==> config.mk <==
export PLATFORM = sky130hd
export DESIGN_NAME = scratch_arbiter_flat
export DESIGN_NICKNAME = d
export VERILOG_FILES = /design/src/rtl/scratch_arbiter_pkg.sv /design/src/rtl/scratch_arbiter_if.sv /design/src/rtl/scratch_arbiter_stats.sv /design/src/rtl/scratch_arbiter.sv /design/src/flat_wrapper.sv
export SDC_FILE = /design/constraint.sdc
export NUM_CORES = 1
export LEC_CHECK = 0
export CAP_MARGIN = 20
export CORE_MARGIN = 4
export CORE_UTILIZATION = 30
export CTS_BUF_LIST = sky130_fd_sc_hd__clkbuf_16
export DETAILED_ROUTE_END_ITERATION = 7
export PLACE_DENSITY = 0.82
export SYNTH_ARGS = -nofsm -noshare
export SYNTH_HDL_FRONTEND = slang
export SYNTH_SLANG_ARGS = --single-unit
==> constraint.sdc <==
create_clock -name clk -period 1.69 [get_ports clk]
set_input_delay 0.2535 -clock clk [delete_from_list [all_inputs] [get_ports clk]]
set_output_delay 0.2535 -clock clk [all_outputs]
set_load 0.05 [all_outputs]
==> src/rtl/scratch_arbiter_pkg.sv <==
// Shared types and constants for the scratch RAM arbiter.
package scratch_arbiter_pkg;

  localparam int unsigned SCR_ADDR_W = 8;
  localparam int unsigned SCR_DATA_W = 10;
  localparam int unsigned STAT_W     = 16;
  localparam int unsigned WAIT_CNT_W = 4;

  typedef enum logic [1:0] {
    ARB_IDLE,
    ARB_WAIT,
    ARB_FORCE
  } arb_state_t;

  function automatic logic [STAT_W-1:0] sat_inc(input logic [STAT_W-1:0] v);
    return (&v) ? v : v + STAT_W'(1);
  endfunction

endpackage

==> src/rtl/scratch_arbiter_if.sv <==
// CPU, DMA and RAM-side signals of the scratch arbiter; slave is the arbiter's view.
interface scratch_arbiter_if
  import scratch_arbiter_pkg::*;
#(
  parameter int unsigned ADDR_W = SCR_ADDR_W,
  parameter int unsigned DATA_W = SCR_DATA_W
);

  logic              cpu_req;
  logic              cpu_we;
  logic [ADDR_W-1:0] cpu_addr;
  logic [DATA_W-1:0] cpu_wdata;
  logic [DATA_W-1:0] cpu_rdata;
  logic              cpu_stall;

  logic              dma_valid;
  logic              dma_ready;
  logic              dma_we;
  logic [ADDR_W-1:0] dma_addr;
  logic [DATA_W-1:0] dma_wdata;
  logic              dma_rvalid;
  logic [DATA_W-1:0] dma_rdata;

  logic              ram_we;
  logic [ADDR_W-1:0] ram_addr;
  logic [DATA_W-1:0] ram_wdata;
  logic [DATA_W-1:0] ram_rdata;

  modport slave (
    input  cpu_req, cpu_we, cpu_addr, cpu_wdata,
    output cpu_rdata, cpu_stall,
    input  dma_valid, dma_we, dma_addr, dma_wdata,
    output dma_ready, dma_rvalid, dma_rdata,
    output ram_we, ram_addr, ram_wdata,
    input  ram_rdata
  );

  modport master (
    output cpu_req, cpu_we, cpu_addr, cpu_wdata,
    input  cpu_rdata, cpu_stall,
    output dma_valid, dma_we, dma_addr, dma_wdata,
    input  dma_ready, dma_rvalid, dma_rdata,
    input  ram_we, ram_addr, ram_wdata,
    output ram_rdata
  );

endinterface

==> src/rtl/scratch_arbiter_stats.sv <==
// Saturating DMA-grant and CPU-stall counters; clear wins over increment.
module scratch_arbiter_stats
  import scratch_arbiter_pkg::*;
(
  input  logic              clk,
  input  logic              rst,
  input  logic              clr_i,
  input  logic              grant_i,
  input  logic              stall_i,
  output logic [STAT_W-1:0] dma_grants_o,
  output logic [STAT_W-1:0] cpu_stalls_o
);

  logic [STAT_W-1:0] grants_d, grants_q;
  logic [STAT_W-1:0] stalls_d, stalls_q;

  always_comb begin
    grants_d = grants_q;
    stalls_d = stalls_q;
    if (clr_i) begin
      grants_d = '0;
      stalls_d = '0;
    end else begin
      if (grant_i) grants_d = sat_inc(grants_q);
      if (stall_i) stalls_d = sat_inc(stalls_q);
    end
  end

  always_ff @(posedge clk or posedge rst) begin
    if (rst) begin
      grants_q <= '0;
      stalls_q <= '0;
    end else begin
      grants_q <= grants_d;
      stalls_q <= stalls_d;
    end
  end

  assign dma_grants_o = grants_q;
  assign cpu_stalls_o = stalls_q;

endmodule

==> src/rtl/scratch_arbiter.sv <==
// Scratch RAM arbiter: CPU priority with a starvation-bounded DMA port.
// Optional counters enabled by defining SCRATCH_ARBITER_STATS_EN.
module scratch_arbiter
  import scratch_arbiter_pkg::*;
#(
  parameter int unsigned MAX_WAIT = 4,
  parameter int unsigned DATA_W   = SCR_DATA_W
) (
  input  logic              clk,
  input  logic              rst,
  scratch_arbiter_if.slave  bus,
  input  logic              stat_clr,
  output logic [STAT_W-1:0] stat_dma_grants,
  output logic [STAT_W-1:0] stat_cpu_stalls
);

  localparam logic [WAIT_CNT_W-1:0] ForceCnt = WAIT_CNT_W'(MAX_WAIT - 1);

  arb_state_t            state_d, state_q;
  logic [WAIT_CNT_W-1:0] wait_cnt_d, wait_cnt_q;
  logic                  dma_rvalid_d, dma_rvalid_q;
  logic [DATA_W-1:0]     dma_rdata_d, dma_rdata_q;

  logic starve;
  logic grant_dma;

  assign starve    = (state_q == ARB_FORCE);
  assign grant_dma = bus.dma_valid & (~bus.cpu_req | starve);

  assign bus.dma_ready  = grant_dma;
  assign bus.cpu_stall  = bus.cpu_req & grant_dma;
  assign bus.cpu_rdata  = bus.ram_rdata;
  assign bus.dma_rvalid = dma_rvalid_q;
  assign bus.dma_rdata  = dma_rdata_q;

  always_comb begin
    if (grant_dma) begin
      bus.ram_addr  = bus.dma_addr;
      bus.ram_wdata = bus.dma_wdata;
      bus.ram_we    = bus.dma_we;
    end else begin
      bus.ram_addr  = bus.cpu_addr;
      bus.ram_wdata = bus.cpu_wdata;
      bus.ram_we    = bus.cpu_req & bus.cpu_we;
    end
  end

  always_comb begin
    state_d    = state_q;
    wait_cnt_d = wait_cnt_q;
    unique case (state_q)
      ARB_IDLE: begin
        if (bus.dma_valid && bus.cpu_req) begin
          state_d    = ARB_WAIT;
          wait_cnt_d = WAIT_CNT_W'(1);
        end
      end
      ARB_WAIT: begin
        if (!bus.dma_valid || grant_dma) begin
          state_d    = ARB_IDLE;
          wait_cnt_d = '0;
        end else if (wait_cnt_q >= ForceCnt) begin
          // >= so that MAX_WAIT=1 still escapes after one blocked WAIT cycle
          state_d = ARB_FORCE;
        end else begin
          wait_cnt_d = wait_cnt_q + WAIT_CNT_W'(1);
        end
      end
      ARB_FORCE: begin
        state_d    = ARB_IDLE;
        wait_cnt_d = '0;
      end
      default: begin
        state_d    = ARB_IDLE;
        wait_cnt_d = '0;
      end
    endcase
  end

  always_comb begin
    dma_rvalid_d = grant_dma & ~bus.dma_we;
    dma_rdata_d  = dma_rvalid_d ? bus.ram_rdata : dma_rdata_q;
  end

  always_ff @(posedge clk or posedge rst) begin
    if (rst) begin
      state_q      <= ARB_IDLE;
      wait_cnt_q   <= '0;
      dma_rvalid_q <= 1'b0;
      dma_rdata_q  <= '0;
    end else begin
      state_q      <= state_d;
      wait_cnt_q   <= wait_cnt_d;
      dma_rvalid_q <= dma_rvalid_d;
      dma_rdata_q  <= dma_rdata_d;
    end
  end

`ifdef SCRATCH_ARBITER_STATS_EN
  scratch_arbiter_stats u_stats (
    .clk          (clk),
    .rst          (rst),
    .clr_i        (stat_clr),
    .grant_i      (grant_dma),
    .stall_i      (bus.cpu_stall),
    .dma_grants_o (stat_dma_grants),
    .cpu_stalls_o (stat_cpu_stalls)
  );
`else
  logic unused_stat_clr;
  assign unused_stat_clr = stat_clr;
  assign stat_dma_grants = '0;
  assign stat_cpu_stalls = '0;
`endif

endmodule

==> src/flat_wrapper.sv <==
// flat-port wrapper written by rule: the top's interface ports become plain ports
module scratch_arbiter_flat import scratch_arbiter_pkg::*;
#(
  parameter int unsigned MAX_WAIT = 4,
  parameter int unsigned DATA_W   = SCR_DATA_W
)
  (clk, rst, stat_clr, stat_dma_grants, stat_cpu_stalls, bus_cpu_req, bus_cpu_we, bus_cpu_addr, bus_cpu_wdata, bus_cpu_rdata, bus_cpu_stall, bus_dma_valid, bus_dma_we, bus_dma_addr, bus_dma_wdata, bus_dma_ready, bus_dma_rvalid, bus_dma_rdata, bus_ram_we, bus_ram_addr, bus_ram_wdata, bus_ram_rdata);
  scratch_arbiter_if #(.DATA_W(DATA_W)) bus_i ();
  input  logic clk;
  input  logic rst;
  input  logic stat_clr;
  output logic [STAT_W-1:0] stat_dma_grants;
  output logic [STAT_W-1:0] stat_cpu_stalls;
  input wire logic [$bits(bus_i.cpu_req)-1:0] bus_cpu_req;
  input wire logic [$bits(bus_i.cpu_we)-1:0] bus_cpu_we;
  input wire logic [$bits(bus_i.cpu_addr)-1:0] bus_cpu_addr;
  input wire logic [$bits(bus_i.cpu_wdata)-1:0] bus_cpu_wdata;
  output wire logic [$bits(bus_i.cpu_rdata)-1:0] bus_cpu_rdata;
  output wire logic [$bits(bus_i.cpu_stall)-1:0] bus_cpu_stall;
  input wire logic [$bits(bus_i.dma_valid)-1:0] bus_dma_valid;
  input wire logic [$bits(bus_i.dma_we)-1:0] bus_dma_we;
  input wire logic [$bits(bus_i.dma_addr)-1:0] bus_dma_addr;
  input wire logic [$bits(bus_i.dma_wdata)-1:0] bus_dma_wdata;
  output wire logic [$bits(bus_i.dma_ready)-1:0] bus_dma_ready;
  output wire logic [$bits(bus_i.dma_rvalid)-1:0] bus_dma_rvalid;
  output wire logic [$bits(bus_i.dma_rdata)-1:0] bus_dma_rdata;
  output wire logic [$bits(bus_i.ram_we)-1:0] bus_ram_we;
  output wire logic [$bits(bus_i.ram_addr)-1:0] bus_ram_addr;
  output wire logic [$bits(bus_i.ram_wdata)-1:0] bus_ram_wdata;
  input wire logic [$bits(bus_i.ram_rdata)-1:0] bus_ram_rdata;
  assign bus_i.cpu_req = bus_cpu_req;
  assign bus_i.cpu_we = bus_cpu_we;
  assign bus_i.cpu_addr = bus_cpu_addr;
  assign bus_i.cpu_wdata = bus_cpu_wdata;
  assign bus_cpu_rdata = bus_i.cpu_rdata;
  assign bus_cpu_stall = bus_i.cpu_stall;
  assign bus_i.dma_valid = bus_dma_valid;
  assign bus_i.dma_we = bus_dma_we;
  assign bus_i.dma_addr = bus_dma_addr;
  assign bus_i.dma_wdata = bus_dma_wdata;
  assign bus_dma_ready = bus_i.dma_ready;
  assign bus_dma_rvalid = bus_i.dma_rvalid;
  assign bus_dma_rdata = bus_i.dma_rdata;
  assign bus_ram_we = bus_i.ram_we;
  assign bus_ram_addr = bus_i.ram_addr;
  assign bus_ram_wdata = bus_i.ram_wdata;
  assign bus_i.ram_rdata = bus_ram_rdata;
  scratch_arbiter #(.MAX_WAIT(MAX_WAIT), .DATA_W(DATA_W)) u_core (.clk(clk), .rst(rst), .bus(bus_i), .stat_clr(stat_clr), .stat_dma_grants(stat_dma_grants), .stat_cpu_stalls(stat_cpu_stalls));
endmodule
* Yosys cells after proc, flatten, opt, wreduce, memory -nomap -nowiden
Cells that the tools add are included.
** Operators by class
- Muxes and demuxes :: 11
- Order comparisons :: 1
- Equality and inequality tests :: 5
- Add/subtract/negate cells :: 1
- Multiply operators :: 0
- Reduce and logical (&&, ||, !) cells :: 6
- Divide/modulo/power cells :: 0
- Shifts and indexed selects :: 0
- Bitwise logic cells :: 7
** Operator list (number)
- $mux W4 :: 3
- $mux W10 :: 1
- $mux W8 :: 1
- $pmux W4 S2 :: 1
- $mux W2 :: 3
- $add A4 B1 Y4 const B :: 1
- $and A1 B1 Y1 :: 4
- $ge A4 B2 Y1 const B :: 1
- $pmux W2 S2 :: 1
- $reduce_and A2 Y1 :: 2
- $ne A3 B1 Y1 const B :: 1
- $ne A3 B2 Y1 const B :: 1
- $eq A2 B1 Y1 const B :: 1
- $eq A2 B2 Y1 const B :: 1
- $logic_not A2 Y1 :: 1
- $ne A2 B1 Y1 const B :: 1
- $not A1 Y1 :: 2
- $logic_and A1 B1 Y1 :: 1
- $logic_not A1 Y1 :: 1
- $logic_or A1 B1 Y1 :: 1
- $mux W1 :: 1
- $or A1 B1 Y1 :: 1
** Word-level totals
- Output and inout port bits :: 74
- ROM bits :: 0
- Latch bits :: 0
- Memories kept :: 0
- RAM bits :: 0
- Register bits :: 17

* Logic depth before layout (Yosys ltp)
Gate-level depths: netlist of the first run.
- Depth in word-level cells :: 6
- Mapped depth :: 5

* Least setup slack after synthesis of the first run
Ideal clock, no wire load.
- Path kind :: register to output
- Start point :: register u_core.state_q[0]
- End point :: output port bus_ram_wdata[1]
- Buffers on the path :: 2
- Data arrival time :: 1630 ps
- Stages on the path, launching flop included :: 6
- Setup slack :: -193 ps
- Cell sequence :: dfrtp_1 buf_2 nand2b_4 a21boi_1 buf_4 mux2_1
** Between the ends
- Word-level cells in the longest chain between the ends :: 4
** RTL lines
- from (decl) :: line scratch_arbiter.sv:19 : arb_state_t state_d, state_q;
- from (signal assigned) :: line scratch_arbiter.sv:92 : state_q <= state_d;
- $eq A2 B2 Y1 :: line scratch_arbiter.sv:27 : assign starve = (state_q == ARB_FORCE);
- $or A1 B1 Y1 :: line scratch_arbiter.sv:28 : assign grant_dma = bus.dma_valid & (~bus.cpu_req | starve);
- $and A1 B1 Y1 :: line scratch_arbiter.sv:28
- named net bus_dma_ready :: line flat_wrapper.sv:24 : output wire logic [$bits(bus_i.dma_ready)-1:0] bus_dma_ready;
- $mux W10 :: line scratch_arbiter.sv:37 : if (grant_dma) begin
- to (decl) :: line flat_wrapper.sv:29 : output wire logic [$bits(bus_i.ram_wdata)-1:0] bus_ram_wdata;
The timed path passes the listed nets, and every way through them passes these cells.

* Worst setup path after layout of the first run
- Start point :: register u_core.state_q[0]
- End point :: output port bus_ram_addr[6]
** Between the ends
- Word-level cells in the longest chain between the ends :: 4
** RTL lines
- $eq A2 B2 Y1 :: line scratch_arbiter.sv:27
- $or A1 B1 Y1 :: line scratch_arbiter.sv:28
- $and A1 B1 Y1 :: line scratch_arbiter.sv:28
- $mux W8 :: line scratch_arbiter.sv:37
- to (decl) :: line flat_wrapper.sv:28 : output wire logic [$bits(bus_i.ram_addr)-1:0] bus_ram_addr;
No other way between the ends.

==> metrics, run 1 <==
ordered list of cells on the worst path nand2b_4 -> a21boi_4 -> buf_6 -> mux2_4 -> buf_8; synthesized flop and latch total 17; Post-synth EDFFs 0; reg2reg path depth 4; PortBufs between 90 and 100; Final setup viols 19; met3 wire length between 300 and 400 um; H-tree depth 1; vias per cell ~4.2; top achievable clock speed approximately 530 MHz; Setup crit end kind output pin; dpl hpwl between 3000 and 4000 um; TritonCTS Sinks 17; GPL Wtd Cong about 0.72; synthesized area between 1000 and 1500 um2; largest net degree at the start of global routing 18; Top FF cell, synth dfrtp_1; number of diodes 0; CTS buffer count 3; I/O pin cnt between 100 and 150; Final Util 63.5%; fin area ~2600 um2; RSZ-0062 raised after global routing true; Unique masters post-synth 29; LEAKAGE ~1.2 nW; pre-CTS setup slack -0.246 ns; r2r setup slk 0.09 ns; vias in the first global route between 1,000 and 1,500; Starting Density a little under a third; syn_area_per_cell 10.6 um2; outcome finished with violations; CP required between 1 and 1.5 ns; Tcrit/Tclk final 112%; Total GRT Usage 14.0%; Arr. time, crit path ~1.6 ns; final hold violation count 0; Max Transition Viols Final 0; wire length per cell 15.2 um; clk root buf clkbuf_16; DRT iter0 DRCs 18; DRT Wirelength slightly above 4000 um; critical path class reg2out; clk_lat worst skew between 0.2 and 0.25 ns; worst setup margin -0.207 ns; fraction of registers with async set/reset 100%; Critical Path Source Type register; Routed Antenna Nets 0; cell family contributing the most delay on the critical path flip-flops; CP max-delay cell dfrtp_1; Worst-path clk slew roughly 0.050 ns; highest metal used met4; WP buf/inv 2; worst flop-to-flop path endpoint u_core.wait_cnt_q[1]$_DFFE_PP0P_; Mapped Cells 121; Peak supply drop 0.725 mV; Syn-to-layout area delta 102%; critical path peak fanout 7; Setup TNS Final -3.60 ns; Worst Skew slightly below 0.002 ns; DP Area around 2300 um2; drt pass-1 iters 5; CP peak stage delay 0.38 ns; Pwr Total between 2 and 2.5 mW; first-pass GRT wire length ~6000 um; # DRC 0; deepest clock path buffer count 2; post-layout min period between 1.5 and 2 ns; core area about 4000 um2; share of cells above drive strength 1 40.1%; yosys warns 0; Routed met1 length 1390 um; max_cap viols 0; sequential area share after synthesis 33.1%; failing checks negative setup slack; nets about 270; antenna violations before repair 0; Die W approximately 73 um; met2 wire len around 2300 um; Worst R2R Start u_core.wait_cnt_q[0]$_DFFE_PP0P_; Vias 1,132; CTS tree yes; die height ~73 um; total gr overflow 0; DIE AREA 5400 um2; pwr dens approximately 790 nW/um2; # rows 23; Hold Path Class in2async
[placed cells by master, fill, tap and decap left out, drive strengths merged, types with 2 or more instances in the layout]
master / count
nand2b: 2
dlygate4sd2: 2
clkbuf: 3
a21oi: 4
clkdlybuf4s50: 49
nand2: 4
or3: 2
mux2: 28
conb: 32
buf: 56
and2: 3
dfrtp: 17
[power breakdown]
group	total (mW)	leakage (nW)	internal (mW)	switching, mW
Clock	0.454	0.0409	0.315	0.139
Combinational	1.11	0.961	0.446	0.664
Sequential	0.491	0.212	0.462	0.0292
[state kept, by name, summed over array words and instances (netlist names)]
name and count:
u_core.bus.dma_rvalid 1, u_core.wait_cnt_q 4, u_core.bus.dma_rdata 10, u_core.state_q 2
[worst max-delay path by stage]
stage                                        from  cells after the start  slack, ns               end
floorplan           u_core.state_q[0]$_DFFE_PP0P_                      5      -0.01   bus_ram_addr[0]
global placement                    bus_dma_valid                      5      -0.22   bus_ram_addr[5]
detailed placement                  bus_dma_valid                      5      -0.25   bus_ram_addr[5]
CTS                 u_core.state_q[0]$_DFFE_PP0P_                      6      -0.22  bus_ram_wdata[3]
global route        u_core.state_q[0]$_DFFE_PP0P_                      5      -0.26   bus_ram_addr[6]
finish              u_core.state_q[0]$_DFFE_PP0P_                      5      -0.21   bus_ram_addr[6]
[cells in the mapped netlist, types with 2 or more instances]
| cell type | n | share of area [%] |
|---|---|---|
| buf_4 | 45 | 26 |
| and2_1 | 2 | 0.97 |
| dfrtp_1 | 17 | 33 |
| nand2_1 | 4 | 1.2 |
| a21oi_1 | 3 | 1.2 |
| mux2_2 | 2 | 1.8 |
| mux2_1 | 26 | 23 |
[logic make-up (layout without fill, tap and decap cells)]
logic type / count (synthesis) / count (layout) / share of synthesized area (%)
fa+ha+maj: 1 / 1 / 0.973
flops: 17 / 17 / 33.1
other cells: 1 / 32 / 0.292
mux: 28 / 28 / 24.5
simple gates: 16 / 16 / 7.98
compound gates: 11 / 11 / 6.23
buf+inv: 47 / 112 / 26.9
[tightest hold or removal path, delay by kind of cell]
family,cells,cell delay [ns]
buf+inv,3,0.67
[cell type report]
class,count,area (um2)
fill,302,1490
timing repair buffer,107,1300
multi-input combinational,88,726
sequential,17,425
clock buffer,3,75.1
tap,50,62.6
clock inverter,1,5.00
inverter,1,3.75
[what timing repair did]
item                                    in CTS  in global routing
gates cloned                                 1                  0
endpoints found under the setup margin      19                 20
pin swaps                                    1                  4
hold endpoints to repair                     0                  0
buffers inserted                             2                  3
hold buffers                                 0                  0
resized for setup                           36                  6
[stage by stage]
stage / hold WS (ns) / instances
after CTS: 0.324 / 266
after floorplan: 0.180 / 152
after detailed placement: 0.481 / 259
final: 0.318 / 267
after global placement: 0.472 / 259
after global routing: 0.353 / 267
[routing by layer]
layer,vias to the layer above,global-route usage [%]
li1,534,-
met1,538,16.1
met2,58,26.3
met3,2,3.97
met4,0,1.41
met5,-,0
Power figures use the tool's default switching activity.
==> run 2, diff against run 1 <==
- CTS_CLUSTER_DIAMETER: unset -> 100
==> results of run 2 <==
The final DEF is identical to that of run 1; final timing and power are the same.
==> run 3, diff against run 2 <==
- PLACE_DENSITY: 0.82 -> 0.93
==> metrics, run 3 (synthesized netlist as in run 1, its figures left out) <==
outcome finished with violations; failing checks negative setup slack; CTS buffer count 3; Arr. time, crit path 1.65 ns; first-pass GRT wire length slightly below 6000 um; commonest non-fill, non-tap cell in the layout clkdlybuf4s50_1; vias per cell approximately 4.2; Layout Cells excl Fill 267; CP required between 1 and 1.5 ns; post-layout min period 1.90 ns; nets between 200 and 300; Total GRT Usage between 10% and 20%; DRT iter0 DRCs 37; clk root buf clkbuf_16; Peak supply drop 0.398 mV; total gr overflow 0; Fill cells about 300; vias in the first global route approximately 1,200; Final setup viols 19; ordered list of cells on the worst path nand2b_4 -> a21boi_4 -> buf_8 -> mux2_4 -> buf_12; Tcrit/Tclk final 113%; RSZ-0062 raised after global routing true; most frequent cells in the layout 49 x clkdlybuf4s50_1, 32 x conb_1, 22 x buf_12; die height 73.5 um; Setup TNS Final -3.47 ns; CP max-delay cell dfrtp_1; largest net degree at the start of global routing 18; DRT Wirelength 4050 um; Routed Antenna Nets 0; # rows 23; register area around 430 um2; max_cap viols 0; worst setup margin -0.212 ns; clk_lat worst skew approximately 0.24 ns; CP peak stage delay 0.38 ns; Worst-path clk slew about 0.050 ns; hold_ws ~0.33 ns; DIE AREA about 5400 um2; multi-input logic area 714 um2; max reg flops 10; WP buf/inv 2; core area between 4000 and 5000 um2; Setup crit end kind output pin; H-tree depth 1; antenna violations before repair 0; # DRC 0; PortBufs 93; Starting Density roughly a third; cts-stage hold buffer count 0; Syn-to-layout area delta 100%; I/O pin cnt approximately 130; placed insts ~260; Vias 1,128; dpl hpwl roughly 3200 um; final hold violation count 0; drt pass-1 iters 4; pre-CTS setup slack -0.232 ns; LEAKAGE around 1.2 nW; GPL Wtd Cong approximately 0.78; wire length per cell 15.2 um; Die W ~73 um; Critical Path Source Type register; CTS tree yes; number of diodes 0; TritonCTS Sinks 17; share of cells above drive strength 1 between 30% and 40%; DP Area approximately 2300 um2; fin area 2570 um2; top achievable clock speed 526 MHz; pwr dens approximately 800 nW/um2; Max Transition Viols Final 0; Hold Path Class in2async; Pwr Total between 2 and 2.5 mW; Worst Skew between 0.0005 and 0.0006 ns; cell family contributing the most delay on the critical path flip-flops; deepest clock path buffer count 2; Final Util between 60% and 70%; critical path class reg2out; critical path peak fanout 10
==> run 3: changes by cell type in the layout (fill, tap and decap cells not counted), sizes merged <==
| cell | delta |
|---|---|
| clkinv | -1 |
| inv | +1 |
==> run 3: per-layer routing <==
metal	wire (um)	GRT usage, %	part of all wire [%]
met5	0	0	0
met1	1320	14.4	33
met2	2340	26.4	58
met4	51	4.23	1.3
met3	336	2.19	8.3
==> run 3: where the power goes <==
| group | internal, mW | switching [mW] |
|---|---|---|
| registers | 0.461 | 0.0292 |
| logic | 0.449 | 0.668 |
| clock network | 0.313 | 0.143 |
| total | 1.22 | 0.840 |
==> run 3: worst register-to-register path, delay by kind of cell, from the launching register on <==
family	cells	cell delay [ns]
compound gates	1	0.20
simple gates	2	0.76
fa+ha+maj	1	0.20
flops	1	0.40
==> run 3: path summary, 6_finish.rpt <==
kind                                                     start                                  end  slack (ns)  cells after the start
max                              u_core.state_q[0]$_DFFE_PP0P_                     bus_ram_wdata[4]       -0.21                      5
min                                                        rst  u_core.bus.dma_rdata[6]$_DFFE_PP0P_        0.33                      3
max reg2reg                   u_core.wait_cnt_q[0]$_DFFE_PP0P_     u_core.wait_cnt_q[1]$_DFFE_PP0P_        0.04                      4
min reg2reg                u_core.bus.dma_rdata[8]$_DFFE_PP0P_  u_core.bus.dma_rdata[8]$_DFFE_PP0P_        0.48                      1
max in group asynchronous                                  rst        u_core.state_q[1]$_DFFE_PP0P_        1.17                      3
min in group clk           u_core.bus.dma_rdata[8]$_DFFE_PP0P_  u_core.bus.dma_rdata[8]$_DFFE_PP0P_        0.48                      1
==> run 3: repair_timing <==
| action | 4_1_cts | 5_1_grt |
|---|---|---|
| endpoints found under the setup margin | 21 | 20 |
| hold endpoints to repair | 0 | 0 |
| gates resized for setup | 28 | 10 |
| setup buffers | 2 | 2 |
| pin swaps | 2 | 1 |
| cloned | 1 | 0 |
==> run 3: area by class of cell <==
type	count	area share, %
clock buffers	3	2.92
clock inverters	1	0.146
inverters	1	0.146
multi-input cells	88	27.7
flip-flops and latches	17	16.5
well taps	50	2.43
repair buffers	107	50.1
==> patch: new RTL, settings of run 2 <==
Take the reset off `dma_rdata_q` and load it in a clocked block of its own.
--- a/src/rtl/scratch_arbiter.sv
+++ b/src/rtl/scratch_arbiter.sv
@@ -87,13 +87,15 @@
       state_q      <= ARB_IDLE;
       wait_cnt_q   <= '0;
       dma_rvalid_q <= 1'b0;
-      dma_rdata_q  <= '0;
     end else begin
       state_q      <= state_d;
       wait_cnt_q   <= wait_cnt_d;
       dma_rvalid_q <= dma_rvalid_d;
-      dma_rdata_q  <= dma_rdata_d;
     end
+  end
+
+  always_ff @(posedge clk) begin
+    dma_rdata_q <= dma_rdata_d;
   end
 
 `ifdef SCRATCH_ARBITER_STATS_EN
Behaviour: not the same (a bounded check fails within 4 cycles, from zero or initial values and one cycle with rst high).
==> patch against run 2 <==
  * The run still ends with negative setup slack left
  * Die area is 5.6% lower
  * Sequential cell count stayed put
  * Wire length down 15%
  * Count of clock-buffer cells in the layout is the same
  * Worst setup slack worse by 64 ps
  * Final area is 5.2% lower
  * Maximum frequency fell by 3.2%
  * Total power fell by 15%
  * Global-route usage fell by 2.1 points
  * Area after synthesis decreased by 6.3%
  * Critical path type unchanged
  * Largest cell class unchanged
  * Highest routed layer is now met3
==> patch: results (changes against run 2) <==
Outcome
  – Outcome: finished, violations left (unchanged)
  – Failing checks: negative setup slack (unchanged)

Routing
  – M1 WL: 1170 um (was 1390 um)
  – DRT iter0 DRCs: 21 (was 18)
  – Via count: 1029 (was 1132)
  – Avg WL per Cell: 13.6 um (was 15.2 um)
  – DR vias/cell: 4.07 (was 4.24)
  – 1st-pass router iterations: 4 (was 5)

Synth
  – Register area share after synthesis: 0.395 (was 0.331)
  – Compound-Gate Fraction of Synth Area: 0.0623 (about the same)
  – Syn avg cell area: 11.1 um^2 (was 10.6 um^2)
  – Synth Area in Adders: 0.0104 (was 0.00973)
  – Synth area leaders: buf_4 26%, edfxtp_1 25%, mux2_2 17%, dfrtp_1 15%, buf_6 1.9% (was dfrtp_1 33%, buf_4 26%, mux2_1 23%, mux2_2 1.8%, a21oi_1 1.2%)
  – Yosys cell types: 24 (was 29)
  – Post-synth ARST share: 0.412 (was 1.00)

Timing
  – Setup Viol. Count Final: 20 (was 19)
  – Fin worst setup slack: -271 ps (was -207 ps)
  – Fin Setup TNS: -4370 ps (was -3600 ps)
  – Fin Hold WS: 246 ps (was 318 ps)
  – Skew final: 2.67 ps (was 1.94 ps)

GRT
  – Grt met1 use: 0.131 (was 0.161)
  – Met2 GRT Util: 0.215 (was 0.263)
  – First-pass GRT wire length: 4860 um (was 5970 um)
  – Global-route usage over all layers: 0.120 (was 0.140)
  – Largest net degree at the start of global routing: 12 (was 18)
  – Number of global-route vias before repair: 986 (was 1158)

Power
  – Peak VDD IR: 531 uV (was 725 uV)
  – Leakage: 0.00112 uW (was 0.00121 uW)

Layout
  – Share of cells above drive strength 1: 0.390 (was 0.401)

Place
  – Place WS: -248 ps (was -246 ps)
  – Post-DP Area: 2100 um^2 (was 2340 um^2)

Setup path
  – RR Startpoint: u_core.state_q[0] (was u_core.wait_cnt_q[0])
  – Max FO, Critical Path: 5 (was 7)
  – R2R depth: 5 (was 4)
  – RR Endpoint: u_core.bus.dma_rdata[3] (was u_core.wait_cnt_q[1])
  – Crit path capture: bus_ram_wdata[7] (was bus_ram_addr[6])
  – Delay-heaviest family, CP: buffers and inverters (was flip-flops)
patch: final cells by class:
| class | count | area [um^2] |
|---|---|---|
| Sequential cell | 17 | 475 |
| Tap cell | 48 | 60.1 |
| Inverter | 5 | 18.8 |
| Multi-Input combinational cell | 74 | 553 |
| Timing Repair Buffer | 105 | 1270 |
| Fill cell | 284 | 1310 |
| Clock buffer | 3 | 75.1 |
| Clock inverter | 1 | 5.00 |
patch: power by group through the flow:
stage | combinational (uW) | sequential, uW | clock [uW]
floorplan | 499 | 497 | 0
global placement | 720 | 470 | 0
detailed placement | 725 | 471 | 0
CTS | 798 | 463 | 474
global route | 854 | 464 | 493
finish | 824 | 464 | 464
patch: repair_timing:
action | 4_1_cts | 5_1_grt
resized for setup | 34 | 12
hold endpoints to repair | 0 | 0
setup endpoints to repair | 19 | 19
gates cloned | 2 | 1
pin swaps | 1 | 0
buffers inserted | 1 | 2
